===== src/rtl/sn76489_pkg.sv =====
// Shared definitions for the SN76489 bus writer: register codes, FSM encoding
// and the frequency-register classifier.
package sn76489_pkg;

    localparam logic [2:0] FREQ1_REG      = 3'b000;
    localparam logic [2:0] FREQ2_REG      = 3'b010;
    localparam logic [2:0] FREQ3_REG      = 3'b001;
    localparam logic [2:0] ATT1_REG       = 3'b100;
    localparam logic [2:0] ATT2_REG       = 3'b110;
    localparam logic [2:0] ATT3_REG       = 3'b101;
    localparam logic [2:0] ATT_NOISE_REG  = 3'b111;
    localparam logic [2:0] NOISE_CTRL_REG = 3'b011;

    typedef enum logic [1:0] {
        IDLE,
        SETUP,
        STROBE,
        RECOVER
    } writer_state_t;

    // Tone-frequency registers carry 10 bits and therefore need a data byte.
    function automatic logic isFreqReg(input logic [2:0] reg_code);
        return (reg_code == FREQ1_REG) || (reg_code == FREQ2_REG) ||
               (reg_code == FREQ3_REG);
    endfunction

endpackage


===== src/rtl/sn76489_write_encoder.sv =====
// Pure combinational encoder from a logical register write to the one or two
// PSG bytes that implement it.
module sn76489_write_encoder
    import sn76489_pkg::*;
(
    input  logic [2:0] regCode,
    input  logic [9:0] value,
    output logic [7:0] latchByte,
    output logic [7:0] dataByte,
    output logic       twoBytes
);

    // NOTE: every output gets a default first so no path leaves one unassigned (no latch).
    always_comb begin
        twoBytes  = isFreqReg(regCode);
        latchByte = {value[3:0], regCode, 1'b1};
        dataByte  = {value[5:0], 2'b00};
        if (twoBytes) begin
            latchByte = {value[9:6], regCode, 1'b1};
        end
    end

endmodule


===== src/rtl/sn76489_bus_writer.sv =====
// Bus-master write front end for the SN76489 PSG (d/nCE/nWE cycle with ready).
// Optional STROBE timeout abort: define SN76489_WRITER_TIMEOUT_EN.
module sn76489_bus_writer
    import sn76489_pkg::*;
#(
    parameter int unsigned SETUP_CYCLES    = 1,
    parameter int unsigned RECOVERY_CYCLES = 1,
    parameter int unsigned TIMEOUT_CYCLES  = 64
) (
    input  logic       clock,
    input  logic       reset,
    input  logic       reqValid,
    output logic       reqReady,
    input  logic [2:0] reqReg,
    input  logic [9:0] reqValue,
    output logic [7:0] d,
    output logic       nCE,
    output logic       nWE,
    input  logic       ready,
    output logic       done,
    output logic       error
);

    if (SETUP_CYCLES < 1 || RECOVERY_CYCLES < 1 || TIMEOUT_CYCLES < 2) begin : g_bad_params
        $error("sn76489_bus_writer: cycle parameters out of range");
    end

    logic [7:0]    latch_byte;
    logic [7:0]    data_byte;
    logic          two_bytes;
    logic [7:0]    data_q;
    logic          second_pending;
    logic [15:0]   phase_cnt;
    writer_state_t state;

    sn76489_write_encoder u_encoder (
        .regCode  (reqReg),
        .value    (reqValue),
        .latchByte(latch_byte),
        .dataByte (data_byte),
        .twoBytes (two_bytes)
    );

`ifdef SN76489_WRITER_TIMEOUT_EN
    localparam int TW = $clog2(TIMEOUT_CYCLES + 1);
    logic [TW-1:0] strobe_cnt;
    logic          aborted;
    logic          error_q;
    assign error = error_q;
`else
    logic          strobe_first;
    assign error = 1'b0;
`endif

    // NOTE: all state uses non-blocking assignments so every register sees pre-edge values.
    always_ff @(posedge clock or posedge reset) begin
        if (reset) begin
            state          <= IDLE;
            d              <= 8'h00;
            nCE            <= 1'b1;
            nWE            <= 1'b1;
            reqReady       <= 1'b1;
            done           <= 1'b0;
            data_q         <= 8'h00;
            second_pending <= 1'b0;
            phase_cnt      <= '0;
`ifdef SN76489_WRITER_TIMEOUT_EN
            strobe_cnt     <= '0;
            aborted        <= 1'b0;
            error_q        <= 1'b0;
`else
            strobe_first   <= 1'b0;
`endif
        end else begin
            done <= 1'b0;
`ifdef SN76489_WRITER_TIMEOUT_EN
            error_q <= 1'b0;
`endif
            case (state)
                IDLE: begin
                    if (reqValid && reqReady) begin
                        d              <= latch_byte;
                        data_q         <= data_byte;
                        second_pending <= two_bytes;
                        nCE            <= 1'b0;
                        reqReady       <= 1'b0;
                        phase_cnt      <= '0;
                        state          <= SETUP;
`ifdef SN76489_WRITER_TIMEOUT_EN
                        aborted        <= 1'b0;
`endif
                    end
                end

                SETUP: begin
                    if (phase_cnt == 16'(SETUP_CYCLES - 1)) begin
                        nWE       <= 1'b0;
                        phase_cnt <= '0;
                        state     <= STROBE;
`ifdef SN76489_WRITER_TIMEOUT_EN
                        strobe_cnt   <= '0;
`else
                        strobe_first <= 1'b1;
`endif
                    end else begin
                        phase_cnt <= phase_cnt + 16'd1;
                    end
                end

                // The first STROBE cycle ignores ready: the chip has not dropped it yet.
                STROBE: begin
`ifdef SN76489_WRITER_TIMEOUT_EN
                    if (strobe_cnt != '0 && ready) begin
                        nCE   <= 1'b1;
                        nWE   <= 1'b1;
                        state <= RECOVER;
                    end else if (strobe_cnt == TW'(TIMEOUT_CYCLES - 1)) begin
                        nCE     <= 1'b1;
                        nWE     <= 1'b1;
                        aborted <= 1'b1;
                        state   <= RECOVER;
                    end else begin
                        strobe_cnt <= strobe_cnt + 1'b1;
                    end
`else
                    strobe_first <= 1'b0;
                    if (!strobe_first && ready) begin
                        nCE   <= 1'b1;
                        nWE   <= 1'b1;
                        state <= RECOVER;
                    end
`endif
                end

                RECOVER: begin
                    if (phase_cnt == 16'(RECOVERY_CYCLES - 1)) begin
                        phase_cnt <= '0;
`ifdef SN76489_WRITER_TIMEOUT_EN
                        if (second_pending && !aborted) begin
`else
                        if (second_pending) begin
`endif
                            d              <= data_q;
                            second_pending <= 1'b0;
                            nCE            <= 1'b0;
                            state          <= SETUP;
                        end else begin
                            second_pending <= 1'b0;
                            reqReady       <= 1'b1;
                            state          <= IDLE;
`ifdef SN76489_WRITER_TIMEOUT_EN
                            done           <= !aborted;
                            error_q        <= aborted;
`else
                            done           <= 1'b1;
`endif
                        end
                    end else begin
                        phase_cnt <= phase_cnt + 16'd1;
                    end
                end

                default: begin
                    state    <= IDLE;
                    nCE      <= 1'b1;
                    nWE      <= 1'b1;
                    reqReady <= 1'b1;
                end
            endcase
        end
    end

endmodule


===== config.mk =====
export PLATFORM = sky130hd
export DESIGN_NAME = sn76489_bus_writer
export DESIGN_NICKNAME = d
export VERILOG_FILES = /design/src/rtl/sn76489_pkg.sv /design/src/rtl/sn76489_write_encoder.sv /design/src/rtl/sn76489_bus_writer.sv
export SDC_FILE = /design/constraint.sdc
export NUM_CORES = 1
export LEC_CHECK = 0
export ABC_AREA = 1
export BUFFER_PORTS_ARGS = -buffer_cell sky130_fd_sc_hd__buf_2
export CORE_AREA = 2 2 73 75
export DETAILED_ROUTE_END_ITERATION = 7
export DIE_AREA = 0 0 75 77
export PLACE_DENSITY = 0.68
export SYNTH_ARGS = -nofsm -noshare
export SYNTH_HDL_FRONTEND = slang
export SYNTH_SLANG_ARGS = --single-unit

===== constraint.sdc =====
create_clock -name clock -period 2.9 [get_ports clock]
set_clock_uncertainty 0.05 [all_clocks]
set_input_delay 0 -clock clock [delete_from_list [all_inputs] [get_ports clock]]
set_output_delay 0 -clock clock [all_outputs]
set_load 0.03 [all_outputs]

# After elaboration in Yosys (flattened, before gate mapping)

Index checks and enable logic that the tools add are counted.

Register bits after elaboration: 38
Bits of input ports: 17
Output and inout bits: 13

Add/sub/neg operators: 1
Equality and inequality tests: 11
Multiplexer cells: 31
Reductions and logical operators: 22

Operator list:

| kind                                                             | number |
|---|---|
| 16-bit two-way mux                                               | 2 |
| 8-bit two-way mux                                                | 4 |
| 16-bit case mux with 2 select lines                              | 1 |
| 16-bit by 1-bit adder with 16-bit output (second input constant) | 1 |
| 16-bit logical NOT                                               | 1 |
| 8-bit case mux with 2 select lines                               | 1 |
| 1-bit two-way mux                                                | 13 |
| 2-bit != test (second input constant)                            | 6 |
| 4-bit AND reduction                                              | 3 |
| 2-bit two-way mux                                                | 4 |
| 1-bit case mux with 2 select lines                               | 4 |
| 2-bit case mux with 4 select lines                               | 1 |
| 2-bit AND reduction                                              | 3 |
| 3-bit AND reduction                                              | 2 |
| 2-bit nonzero test                                               | 3 |
| 5-bit AND reduction                                              | 1 |
| 2-bit == test (second input constant)                            | 2 |
| 3-bit by 1-bit == test with 1-bit output (second input constant) | 1 |
| 3-bit by 2-bit == test with 1-bit output (second input constant) | 1 |
| 3-bit logical NOT                                                | 1 |
| 1-bit case mux with 3 select lines                               | 1 |
| 3-bit nonzero test                                               | 1 |
| 2-bit by 1-bit == test with 1-bit output (second input constant) | 1 |
| 1-bit logical AND                                                | 2 |
| 4 further kinds                                                  | 5 |

# Depth between registers and ports, before layout

Gate-level depths: netlist (run 1).

Depth after elaboration: 6
Depth in mapped cells: 12
Depth with buffers taken out: 11

# Modules after synthesis

A second synthesis (run 1) with hierarchy kept.

Cell total of the unflattened synthesis: 328
Area, all modules: 2368.5 um2

By module, submodules not included:

| module                | instances | cells an instance | area an instance (um2) | seq. area each (um2) |
|---|---|---|---|---|
| sn76489_bus_writer    | 1         | 298               | 2200.9                 | 1004.7 |
| sn76489_write_encoder | 1         | 30                | 167.7                  | 0.0 |

# Least setup slack after synthesis (run 1)

OpenSTA, ideal clock, no wires.

Kind: register to register
Start point: reg state[1]
End point: reg phase_cnt[5]
Setup time: 0.117 ns
Data arrival time: 1.469 ns
Required time: 2.733 ns
Path slack: 1.264 ns
Cell stages (with the launch flop): 13
Buffers on the path: 1
Path through: dfrtp_1 inv_1 ha_1 inv_1 nand2_2 nand2_1 nand2_1 buf_6 nand2_2 nor2_1 nand2_1 nand2_1 nor2_1

Word-level cells in the longest chain between the ends: 4

RTL lines:

| element                                                                   | RTL line                  | RTL |
|---|---|---|
| start, declared                                                           | sn76489_bus_writer.sv:34  | `writer_state_t state;` |
| start signal, assigned                                                    | sn76489_bus_writer.sv:58  | `state <= IDLE;` |
| start signal, assigned                                                    | sn76489_bus_writer.sv:88  | `state <= SETUP;` |
| start signal, assigned                                                    | sn76489_bus_writer.sv:99  | `state <= STROBE;` |
| 2-bit == test or 2-bit by 1-bit == test with 1-bit output (tied branches) | sn76489_bus_writer.sv:79  | `case (state)` |
| 2-bit OR reduction (no source line)                                       | -                         |  |
| 2-bit nonzero test (no source line)                                       | -                         |  |
| 2-bit AND reduction (no source line)                                      | -                         |  |
| end signal, assigned                                                      | sn76489_bus_writer.sv:106 | `phase_cnt <= phase_cnt + 16'd1;` |
| end signal, assigned                                                      | sn76489_bus_writer.sv:159 | `phase_cnt <= phase_cnt + 16'd1;` |
| end, declared                                                             | sn76489_bus_writer.sv:33  | `logic [15:0] phase_cnt;` |

Parallel ways exist; a longest one is shown, timed or not.
A chain may end at the register's enable or synchronous reset.

# Final worst setup path (run 1)

Start point: reg state[1]
End point: reg phase_cnt[6]

The elaborated chain is that of the path after synthesis.

==> results.py, run 1 <==
metrics = {
    "routing": {
        "ant_nets": 0,
        "drc": 0,
        "wire_per_inst_um": 11.9,
        "dr_total_vias": 2017,
        "routed_wirelength_um": 4830,
        "via_count_normalized_by_instance_count": 4.97,
        "drt-pass1-iter-count": 4,
        "dr.first_iter.drc_count": 201,
    },
    "clock_tree": {
        "post_cts_resized": 0,
        "htree_num_levels": 2,
        "cts_buffer_depth": 2,
        "post_cts.repair.setup_buffers": 0,
        "cts_tree": "done",
        "clk_pin_slew_ns": 0.08,
        "clkLatencyLatePin_ns": 0.29,
        "tritoncts.num_buffers": 5,
        "ctsRootBufferMaster": "clkbuf_8",
        "tritoncts_num_sinks": 38,
    },
    "setup_path": {
        "worst_ep_required_time_ns": 3.04,
        "critical_path_class": "flip-flop to flip-flop",
        "path_max_fanout": 13,
        "worst-r2r-setup-slack_ns": 0.73,
        "worst_r2r_path_depth": 10,
        "worstReg2RegStart": "state[1]",
        "worst_setup_path_start_kind": "flip-flop",
        "worstSetupEndpointType": "flip-flop",
        "reg2reg_to": "phase_cnt[6]",
        "critical_path_arrival_ns": 2.31,
    },
    "grt": {
        "track_usage": 0.187,
        "first_global_vias": 1907,
        "grt_antenna_before_repair": 0,
        "pin_count_of_the_biggest_net_entering_global_routing": 39,
        "globalRouteOverflowTotal": 0,
        "grt_first_pass_wirelength_um": 8600,
    },
    "pwr": {
        "power.switching_fraction": 0.222,
        "p_sw_uw": 205,
        "worst_ir_drop_vdd_v": 0.000216,
        "power_frac_comb": 0.048,
        "total_power_after_layout_uw": 926,
        "power.share.sequential": 0.572,
        "cellInternalPower_uw": 720,
        "powerDensity_nw_per_um2": 365,
        "leakagePower_nw": 1.30,
        "clockPowerShare": 0.380,
    },
    "job": {
        "cap_violations": 0,
    },
    "floorplanning": {
        "ios": 30,
        "core_region_area_um2": 4980,
        "die_w_um": 75,
        "rows": 26,
        "die_height_um": 77,
        "starting_density_of_the_core": 0.438,
        "die_area_um2": 5780,
    },
    "yosys": {
        "synth_sequential_area_ratio": 0.438,
        "synth.cell_area_um2": 2180,
        "postSynth.topFlopCell": "dfrtp_1",
        "postSynthNetCount": 319,
        "postSynthRegisterBits": 38,
        "async_flop_share": 1.00,
        "synth_edf_count": 0,
        "synth_warnings": 0,
        "post_synth_num_cell_types": 34,
        "synthCells": 296,
        "syn-mean-instance-area_um2": 7.36,
    },
    "sta": {
        "period_minus_slack_ns": 2.17,
        "timing.setup.tns_ns": 0,
        "max_freq_ghz": 0.460,
        "timing.slew.headroom": 0.650,
        "rsz0062_at_grt": "false",
        "finalSetupViolations": 0,
        "timing.final.hold_violations": 0,
        "finalMaxSlewViolations": 0,
        "tightestPinTransition_ns": 0.521,
        "final.period_utilization": 0.749,
    },
    "place": {
        "post_dp_hpwl_um": 3540,
        "port_buffers": 28,
        "routabilityCongestion": 0.839,
        "place_inst": 390,
    },
    "layout": {
        "final_cells": 406,
        "fraction_of_final_layout_cells_with_drive_strength_greater_than_1": 0.143,
        "finish.net_count": 358,
        "antenna_cells": 0,
        "synthToLayoutAreaGrowth_pct": 16.4,
    },
    "worst_hold_path": {
        "hp-class": "primary input to flip-flop",
        "worstHoldPathCells": 4,
        "holdCritStartpoint": "reqReg[2]",
        "whs_endpoint": "second_pending",
    },
    "status": {
        "outcome": "completed",
    },
}
worst max-delay path, cell delays in order (launching register included):
cell and delay [ns]:
dfrtp_1 0.41, ha_1 0.43, inv_2 0.20, nand2_2 0.17, nand2_1 0.07, nand2_1 0.23
inv_1 0.15, nor3_1 0.20, nand2_1 0.08, nand2_1 0.06, nor2_1 0.04
power by group through the flow:
stage	Clock (mW)	Sequential, mW	Combinational (mW)
final	0.352	0.530	0.0441
after global placement	0	0.540	0.0369
after CTS	0.364	0.530	0.0446
after global routing	0.387	0.530	0.0506
after floorplan	0	0.540	0.0197
after detailed placement	0	0.540	0.0367
metal layers:
metal	global-route usage	routed length, µm	vias up
met3	0.0434	217	5
met4	0.0464	40	0
met2	0.289	2330	50
li1	-	-	1034
met5	0	0	-
met1	0.262	2240	928
kinds of logic after synthesis:
kind of cell / synth area share
xor gates and xnor gates: 0.0161
adders and majority gates: 0.0345
and+or+nand+nor: 0.373
buffers and inverters: 0.0609
DFF: 0.438
other: 0.00172
AOI/OAI and AO/OA: 0.0758
metrics by stage:
| step | hold WS (ns) | util | cell area, µm² | setup WS [ns] |
|---|---|---|---|---|
| 2_1_floorplan | 0.0596 | - | 2180 | 1.26 |
| 3_3_place_gp | 0.0959 | 0.477 | 2370 | 0.790 |
| 3_5_place_dp | 0.0974 | 0.477 | 2370 | 0.728 |
| 4_1_cts | 0.0125 | 0.509 | 2530 | 0.715 |
| 5_1_grt | 0.0549 | 0.509 | 2530 | 0.432 |
| 6_report | 0.0237 | 0.509 | 2530 | 0.728 |
layout by cell type, fill, tap and decap left out, drive strengths merged:
cell / synthesis / layout
dfstp: 3 / 3
xnor2: 1 / 1
nand2: 113 / 113
nand3: 25 / 25
o21ai: 12 / 12
nand3b: 1 / 1
a21oi: 5 / 5
conb: 1 / 1
a22oi: 1 / 1
a31o: 1 / 1
ha: 6 / 6
a31oi: 4 / 4
clkbuf: 1 / 8
a41oi: 1 / 1
inv: 23 / 23
nor2: 39 / 39
o211ai: 1 / 1
nand4: 10 / 10
xor2: 3 / 3
nor3: 3 / 3
dlygate4sd3: 0 / 8
and2: 1 / 1
dfrtp: 35 / 35
buf: 5 / 30
a21boi: 1 / 1
how the worst max path moves through the flow:
stage	start	to	slack, ns	depth (start not counted)
2_1_floorplan	state[1]	phase_cnt[5]	1.26	12
3_3_place_gp	state[1]	phase_cnt[6]	0.79	10
3_5_place_dp	state[1]	phase_cnt[6]	0.73	10
4_1_cts	state[1]	phase_cnt[6]	0.72	10
5_1_grt	state[1]	phase_cnt[6]	0.43	10
6_report	state[1]	phase_cnt[6]	0.73	10
cells in the mapped netlist (2+ instances only):
cell type	n	area share
xor2_1	3	0.012
dfrtp_1	35	0.40
nor3_1	3	0.0069
buf_6	2	0.010
a31oi_1	4	0.011
nand2_2	3	0.0086
nand3_1	25	0.057
ha_1	6	0.034
a21oi_1	4	0.0092
buf_4	2	0.0069
inv_1	22	0.038
nand4_1	10	0.029
nand2_1	109	0.19
dfstp_2	3	0.036
nor2_1	37	0.064
o21ai_0	10	0.023
what timing repair did:
item,CTS,global route
hold buffers,8,0
hold endpoints to repair,42,0
endpoints found under the setup margin,0,0
layout make-up:
type	count	area [µm²]
inverter	23	86.3
tap	70	87.6
multi-input combinational	229	1090
clock buffer	8	80.1
fill	508	2440
sequential	38	955
timing repair buffer	38	235
sequential cells by signal (all words and copies together), names as in the netlist, 2 cells and up:
register   count
d              8
data_q         6
phase_cnt     16
state          2
Power figures use the tool's default switching activity.
==> inputs of run 2 (changes only) <==
- ABC_AREA: 1 -> 0
- CORE_AREA: 2 2 73 75 -> 2 2 71 73
- DIE_AREA: 0 0 75 77 -> 0 0 73 75
- PLACE_DENSITY: 0.68 -> 0.67
- clock period: 2.9 -> 2.2 ns (I/O delays scaled with it)
==> run 2 against run 1 <==
  * Final cell count fell by 23%
  * Critical endpoint is now phase_cnt[4]
  * Count of clock-buffer cells in the layout unchanged
  * Sequential share of layout area is 0.15 points higher
  * Highest routed layer unchanged
  * Global-route usage is 0.18 points lower
  * Critical path depth decreased by 3
  * Total power rose to 3.1 times the previous value
  * Critical path type unchanged
  * Combinational power rose to 29 times the previous value
  * Largest cell class unchanged
  * Via count decreased by 17%
  * Fmax increased by 7.1%
  * Sequential cell count unchanged
==> results.py, run 2 <==
metrics = {
    "routing": {
        "via_count_normalized_by_instance_count": 5.35,
        "drc": 0,
        "wire_per_inst_um": 14.6,
        "routed_wirelength_um": 4570,
        "ant_nets": 0,
        "dr.first_iter.drc_count": 119,
        "dr_total_vias": 1674,
        "drt-pass1-iter-count": 4,
    },
    "setup_path": {
        "critical_path_class": "flip-flop to flip-flop",
        "reg2reg_to": "phase_cnt[4]",
        "worst_ep_required_time_ns": 2.35,
        "path_max_fanout": 6,
        "worst_r2r_path_depth": 7,
        "worstPathBufferInverterCount": 1,
        "worst-r2r-setup-slack_ns": 0.17,
        "cp_slowest_stage_delay_ns": 0.41,
        "critical_path.slowest_cell": "dfrtp_1",
        "cp_cell_sequence": "inv_1 > ha_1 > nor2_1 > a21oi_1 > nand3_1 > or3_1 > o21ai_0",
        "worstReg2RegStart": "state[1]",
        "worstSetupEndpointType": "flip-flop",
        "critical_path_arrival_ns": 2.18,
        "critPathTopFamily": "simple AND/OR/NAND/NOR gates",
        "worst_setup_path_start_kind": "flip-flop",
    },
    "sta": {
        "finalSetupViolations": 0,
        "timing.setup.tns_ns": 0,
        "max_freq_ghz": 0.493,
        "finalMaxSlewViolations": 0,
        "timing.slew.headroom": 0.658,
        "timing.final.hold_violations": 0,
        "min_setup_slack_post_route_ns": 0.172,
        "rsz0062_at_grt": "false",
        "period_minus_slack_ns": 2.03,
        "tightestPinTransition_ns": 0.511,
        "final.period_utilization": 0.922,
    },
    "layout": {
        "fraction_of_final_layout_cells_with_drive_strength_greater_than_1": 0.278,
        "layout.filler_cells": 406,
        "final_cells": 313,
        "largest_registers": "phase_cnt: 16 flops, d: 8 flops, data_q: 6 flops",
        "antenna_cells": 0,
        "multi_input_area_um2": 991,
        "finalInstanceArea_um2": 2520,
        "layout_commonest_cell": "dfrtp_1",
        "largest_reg_flops": 16,
        "layout.area.seq_um2": 955,
        "synthToLayoutAreaGrowth_pct": 24.3,
        "largest_register": "phase_cnt",
        "most-common-layout-cells": "dfrtp_1 (35), buf_2 (28), nand2_1 (20)",
        "finish.net_count": 281,
    },
    "clock_tree": {
        "post_cts.repair.setup_buffers": 0,
        "clk_pin_slew_ns": 0.07,
        "ctsRootBufferMaster": "clkbuf_8",
        "htree_num_levels": 2,
        "cts_tree": "done",
        "tritoncts.num_buffers": 5,
        "cts_buffer_depth": 2,
        "tritoncts_num_sinks": 38,
        "clkLatencyLatePin_ns": 0.29,
    },
    "place": {
        "place_inst": 295,
        "place_worst_setup_slack_ns": 0.164,
        "port_buffers": 28,
        "detailed_place.area_um2": 2310,
        "post_dp_hpwl_um": 3220,
        "routabilityCongestion": 0.835,
    },
    "job": {
        "cap_violations": 0,
    },
    "grt": {
        "first_global_vias": 1588,
        "globalRouteOverflowTotal": 0,
        "pin_count_of_the_biggest_net_entering_global_routing": 39,
        "grt_first_pass_wirelength_um": 7710,
        "grt_antenna_before_repair": 0,
        "track_usage": 0.185,
    },
    "worst_hold_path": {
        "holdCritStartpoint": "reqReg[1]",
        "hp-class": "primary input to flip-flop",
        "worstHoldPathCells": 3,
        "whs_endpoint": "d[2]",
    },
    "yosys": {
        "syn-mean-instance-area_um2": 9.91,
        "leading_post_synthesis_cells_by_instance_count": "dfrtp_1 (35), nand2_1 (20), a21oi_1 (15), inv_1 (15), o21ai_0 (15)",
        "async_flop_share": 1.00,
        "postSynthNetCount": 228,
        "synthCells": 205,
        "yosys.area.top_type": "dfrtp_1",
        "synth.top_cell.area_share": 0.431,
        "post_synth_num_cell_types": 44,
        "postSynthRegisterBits": 38,
        "postSynth.topFlopCell": "dfrtp_1",
        "synth_edf_count": 0,
        "synth.cell_area_um2": 2030,
        "synth_sequential_area_ratio": 0.470,
        "ys_top_cells_by_area": "dfrtp_1 (43%), dfstp_2 (3.9%), mux2_2 (3.9%)",
        "synth_warnings": 0,
        "most_common_cell_in_the_netlist": "dfrtp_1",
    },
    "floorplanning": {
        "die_height_um": 75,
        "die_area_um2": 5480,
        "ios": 30,
        "die_w_um": 73,
        "starting_density_of_the_core": 0.436,
        "rows": 25,
        "core_region_area_um2": 4660,
    },
    "status": {
        "outcome": "completed",
    },
    "pwr": {
        "worst_ir_drop_vdd_v": 0.000709,
        "leakagePower_nw": 1.11,
        "powerDensity_nw_per_um2": 1130,
    },
}
## run 2: cell types whose count changed after synthesis, moves of 6 or more
cell     before  now
a21oi_1       4   15
a31oi_1       4   10
inv_1        22   15
mux2_2        0    7
nand2_1     109   20
nand3_1      25    9
nand4_1      10    1
nor2_1       37   10
or3_1         0    6
## run 2: logic make-up (layout without fill, tap and decap cells)
group	after synthesis	count (layout)	synth area share
compound gates	63	63	0.203
other cells	1	1	0.00185
buf+inv	21	75	0.0444
mux	11	11	0.0592
flops	38	38	0.470
simple gates	65	65	0.185
fa+ha+maj	6	6	0.0370
## run 2: worst max path at each step
stage                    endpoint  cells past startpoint    startpoint  slack (ns)
floorplan            phase_cnt[5]                      7      state[0]        0.27
global placement              nCE                      6  phase_cnt[0]        0.22
detailed placement           d[4]                      7  phase_cnt[0]        0.16
CTS                          d[4]                      7  phase_cnt[0]        0.15
global route        phase_cnt[11]                      7      state[1]       0.007
finish               phase_cnt[4]                      7      state[1]        0.17
## run 2: timing repair
| item | CTS | global route |
|---|---|---|
| hold buffers | 10 | 0 |
| hold endpoints to repair | 44 | 0 |
| endpoints found under the setup margin | 0 | 3 |
| gates resized for setup | 0 | 1 |
## run 2: tightest hold or removal path, stage by stage
cell and delay [ns]:
buf_2 0.09, o32a_1 0.14, o21a_1 0.11
## run 2: where the power goes
| part | internal, mW | switching, mW | leakage (nW) |
|---|---|---|---|
| Clock | 0.316 | 0.240 | 0.0575 |
| Sequential | 0.900 | 0.110 | 0.475 |
| Combinational | 0.520 | 0.770 | 0.577 |
## run 2: area by class of cell
type | count | share of cell area
Tap cell | 54 | 0.0268
Timing Repair Buffer | 52 | 0.137
Clock buffer | 8 | 0.0436
Sequential cell | 38 | 0.378
Multi-Input combinational cell | 146 | 0.392
Inverter | 15 | 0.0223
## run 2: through the flow
step	hold slack, ns	utilization	power, mW
floorplan	0.0632	-	1.89
global placement	0.0930	0.496	2.27
detailed placement	0.0943	0.496	2.29
CTS	0.0189	0.541	2.87
global route	0.0426	0.542	3.07
finish	0.0267	0.542	2.86
## run 2: routing by layer
metal / share of wire / routed length (µm) / vias up / GRT usage
met2: 0.48 / 2180 / 36 / 0.288
met3: 0.032 / 147 / 5 / 0.0415
met5: 0 / 0 / - / 0
met1: 0.48 / 2180 / 782 / 0.253
li1: - / - / 851 / -
met4: 0.013 / 60 / 0 / 0.0679
==> inputs of run 3 (changes only) <==
--- a/config.mk
+++ b/config.mk
@@ -11,4 +11,5 @@
 export DETAILED_ROUTE_END_ITERATION = 7
 export DIE_AREA = 0 0 73 75
+export MAX_ROUTING_LAYER = met4
 export PLACE_DENSITY = 0.67
 export SYNTH_ARGS = -nofsm -noshare
--- a/constraint.sdc
+++ b/constraint.sdc
@@ -3,3 +3,3 @@
 set_input_delay 0 -clock clock [delete_from_list [all_inputs] [get_ports clock]]
 set_output_delay 0 -clock clock [all_outputs]
-set_load 0.03 [all_outputs]
+set_load 0.005 [all_outputs]
==> run 3 against run 2 <==
  * Combinational power down 13%
  * Total power shrank 6.0%
  * Sequential power about the same
  * Core utilization did not move
  * Fmax hardly changed
  * Final cell count is the same
  * Register-to-register slack is essentially flat
  * Routed wire length decreased by 0.66%
  * Sequential cell count did not move
  * Largest cell class unchanged
  * Largest power group unchanged
==> results.py, run 3 (same netlist as run 2, synthesis figures left out) <==
metrics = {
    "routing": {
        "dr.first_iter.drc_count": 122,
        "wire_per_inst_um": 14.5,
        "routed_wirelength_um": 4540,
        "via_count_normalized_by_instance_count": 5.36,
        "drt-pass1-iter-count": 4,
        "drc": 0,
        "ant_nets": 0,
        "dr_total_vias": 1679,
    },
    "clock_tree": {
        "post_cts.repair.setup_buffers": 0,
        "cts_buffer_depth": 2,
        "tritoncts.num_buffers": 5,
        "clkLatencyLatePin_ns": 0.29,
        "tritoncts_num_sinks": 38,
        "clk_pin_slew_ns": 0.07,
        "cts_tree": "done",
        "ctsRootBufferMaster": "clkbuf_8",
        "htree_num_levels": 2,
    },
    "place": {
        "port_buffers": 28,
        "routabilityCongestion": 0.848,
        "detailed_place.area_um2": 2310,
        "place_worst_setup_slack_ns": 0.164,
        "place_inst": 295,
        "post_dp_hpwl_um": 3220,
    },
    "layout": {
        "finalInstanceArea_um2": 2520,
        "largest_reg_flops": 16,
        "final_cells": 313,
        "utilization": 0.542,
        "synthToLayoutAreaGrowth_pct": 24.3,
        "largest_registers": "phase_cnt: 16 flops, d: 8 flops, data_q: 6 flops",
        "largest_register": "phase_cnt",
        "layout.filler_cells": 406,
        "most-common-layout-cells": "dfrtp_1 (35), buf_2 (28), nand2_1 (20)",
        "finish.net_count": 281,
        "antenna_cells": 0,
        "layout_commonest_cell": "dfrtp_1",
        "fraction_of_final_layout_cells_with_drive_strength_greater_than_1": 0.278,
    },
    "pwr": {
        "total_power_after_layout_mw": 2.68,
        "worst_ir_drop_vdd_v": 0.000623,
        "powerDensity_nw_per_um2": 1060,
        "leakagePower_nw": 1.11,
    },
    "sta": {
        "tightestPinTransition_ns": 0.509,
        "min_setup_slack_post_route_ns": 0.173,
        "finalSetupViolations": 0,
        "period_minus_slack_ns": 2.03,
        "timing.slew.headroom": 0.660,
        "final.hold.worst_slack_ns": 0.0294,
        "rsz0062_at_grt": "false",
        "timing.final.hold_violations": 0,
        "final.period_utilization": 0.921,
        "timing.setup.tns_ns": 0,
        "finalMaxSlewViolations": 0,
        "max_freq_ghz": 0.493,
    },
    "floorplanning": {
        "ios": 30,
        "die_height_um": 75,
        "die_area_um2": 5480,
        "die_w_um": 73,
        "rows": 25,
        "starting_density_of_the_core": 0.436,
        "core_region_area_um2": 4660,
    },
    "grt": {
        "track_usage": 0.191,
        "grt_antenna_before_repair": 0,
        "grt_first_pass_wirelength_um": 7720,
        "first_global_vias": 1585,
        "globalRouteOverflowTotal": 0,
        "pin_count_of_the_biggest_net_entering_global_routing": 39,
    },
    "setup_path": {
        "critical_path.slowest_cell": "or3_1",
        "cp_slowest_stage_delay_ns": 0.42,
        "worst_setup_path_start_kind": "flip-flop",
        "path_max_fanout": 6,
        "cp_cell_sequence": "inv_1 > ha_1 > nor2_1 > a21oi_1 > nand3_1 > or3_1 > o21ai_0",
        "worstPathBufferInverterCount": 1,
        "worstSetupEndpointType": "flip-flop",
        "critical_path_class": "flip-flop to flip-flop",
        "critPathTopFamily": "simple AND/OR/NAND/NOR gates",
        "critical_path_arrival_ns": 2.18,
        "worst_ep_required_time_ns": 2.35,
    },
    "status": {
        "outcome": "completed",
    },
    "job": {
        "cap_violations": 0,
    },
    "worst_hold_path": {
        "hp-class": "primary input to flip-flop",
    },
}
[run 3: cell counts in the layout (fill, tap and decap cells not counted)]
Identical to the previous run, type by type.
[run 3: worst paths after layout]
path	from	end	slack [ns]	depth (start not counted)
max in group asynchronous	reset	nCE	1.42	4
min in group asynchronous	reset	d[4]	0.32	4
worst max-delay path	state[1]	phase_cnt[4]	0.17	7
worst min register to register	d[3]	d[3]	0.44	1
worst min-delay path	reqReg[1]	d[2]	0.03	3
worst max register to register	state[1]	phase_cnt[4]	0.17	7
[run 3: power by group]
group | leakage, nW | internal [mW] | switching, mW
clock | 0.0575 | 0.316 | 0.242
sequential | 0.475 | 0.900 | 0.110
combinational | 0.577 | 0.517 | 0.599
[run 3: worst register-to-register path, stage by stage (launching register included)]
cell and delay (ns):
dfrtp_1 0.41, inv_1 0.11, ha_1 0.26, nor2_1 0.12, a21oi_1 0.21, nand3_1 0.28, or3_1 0.42, o21ai_0 0.09
[run 3: repair_timing]
item,4_1_cts,5_1_grt
hold endpoints to repair,44,0
gates resized for setup,0,1
setup endpoints to repair,0,3
hold buffers,10,0
[run 3: final cells by class]
type,count,area (µm²),share of cell area
clock buffer,8,110,0.0436
inverter,15,56.3,0.0223
multi-input combinational,146,991,0.392
sequential,38,955,0.378
tap,54,67.6,0.0268
timing repair buffer,52,345,0.137
[run 3: layer usage]
| layer | global-route usage | vias up | wire length, µm |
|---|---|---|---|
| li1 | - | 852 | - |
| met1 | 0.253 | 784 | 2120 |
| met2 | 0.288 | 38 | 2180 |
| met3 | 0.0415 | 5 | 177 |
| met4 | 0.0679 | 0 | 59 |
| met5 | - | - | 0 |
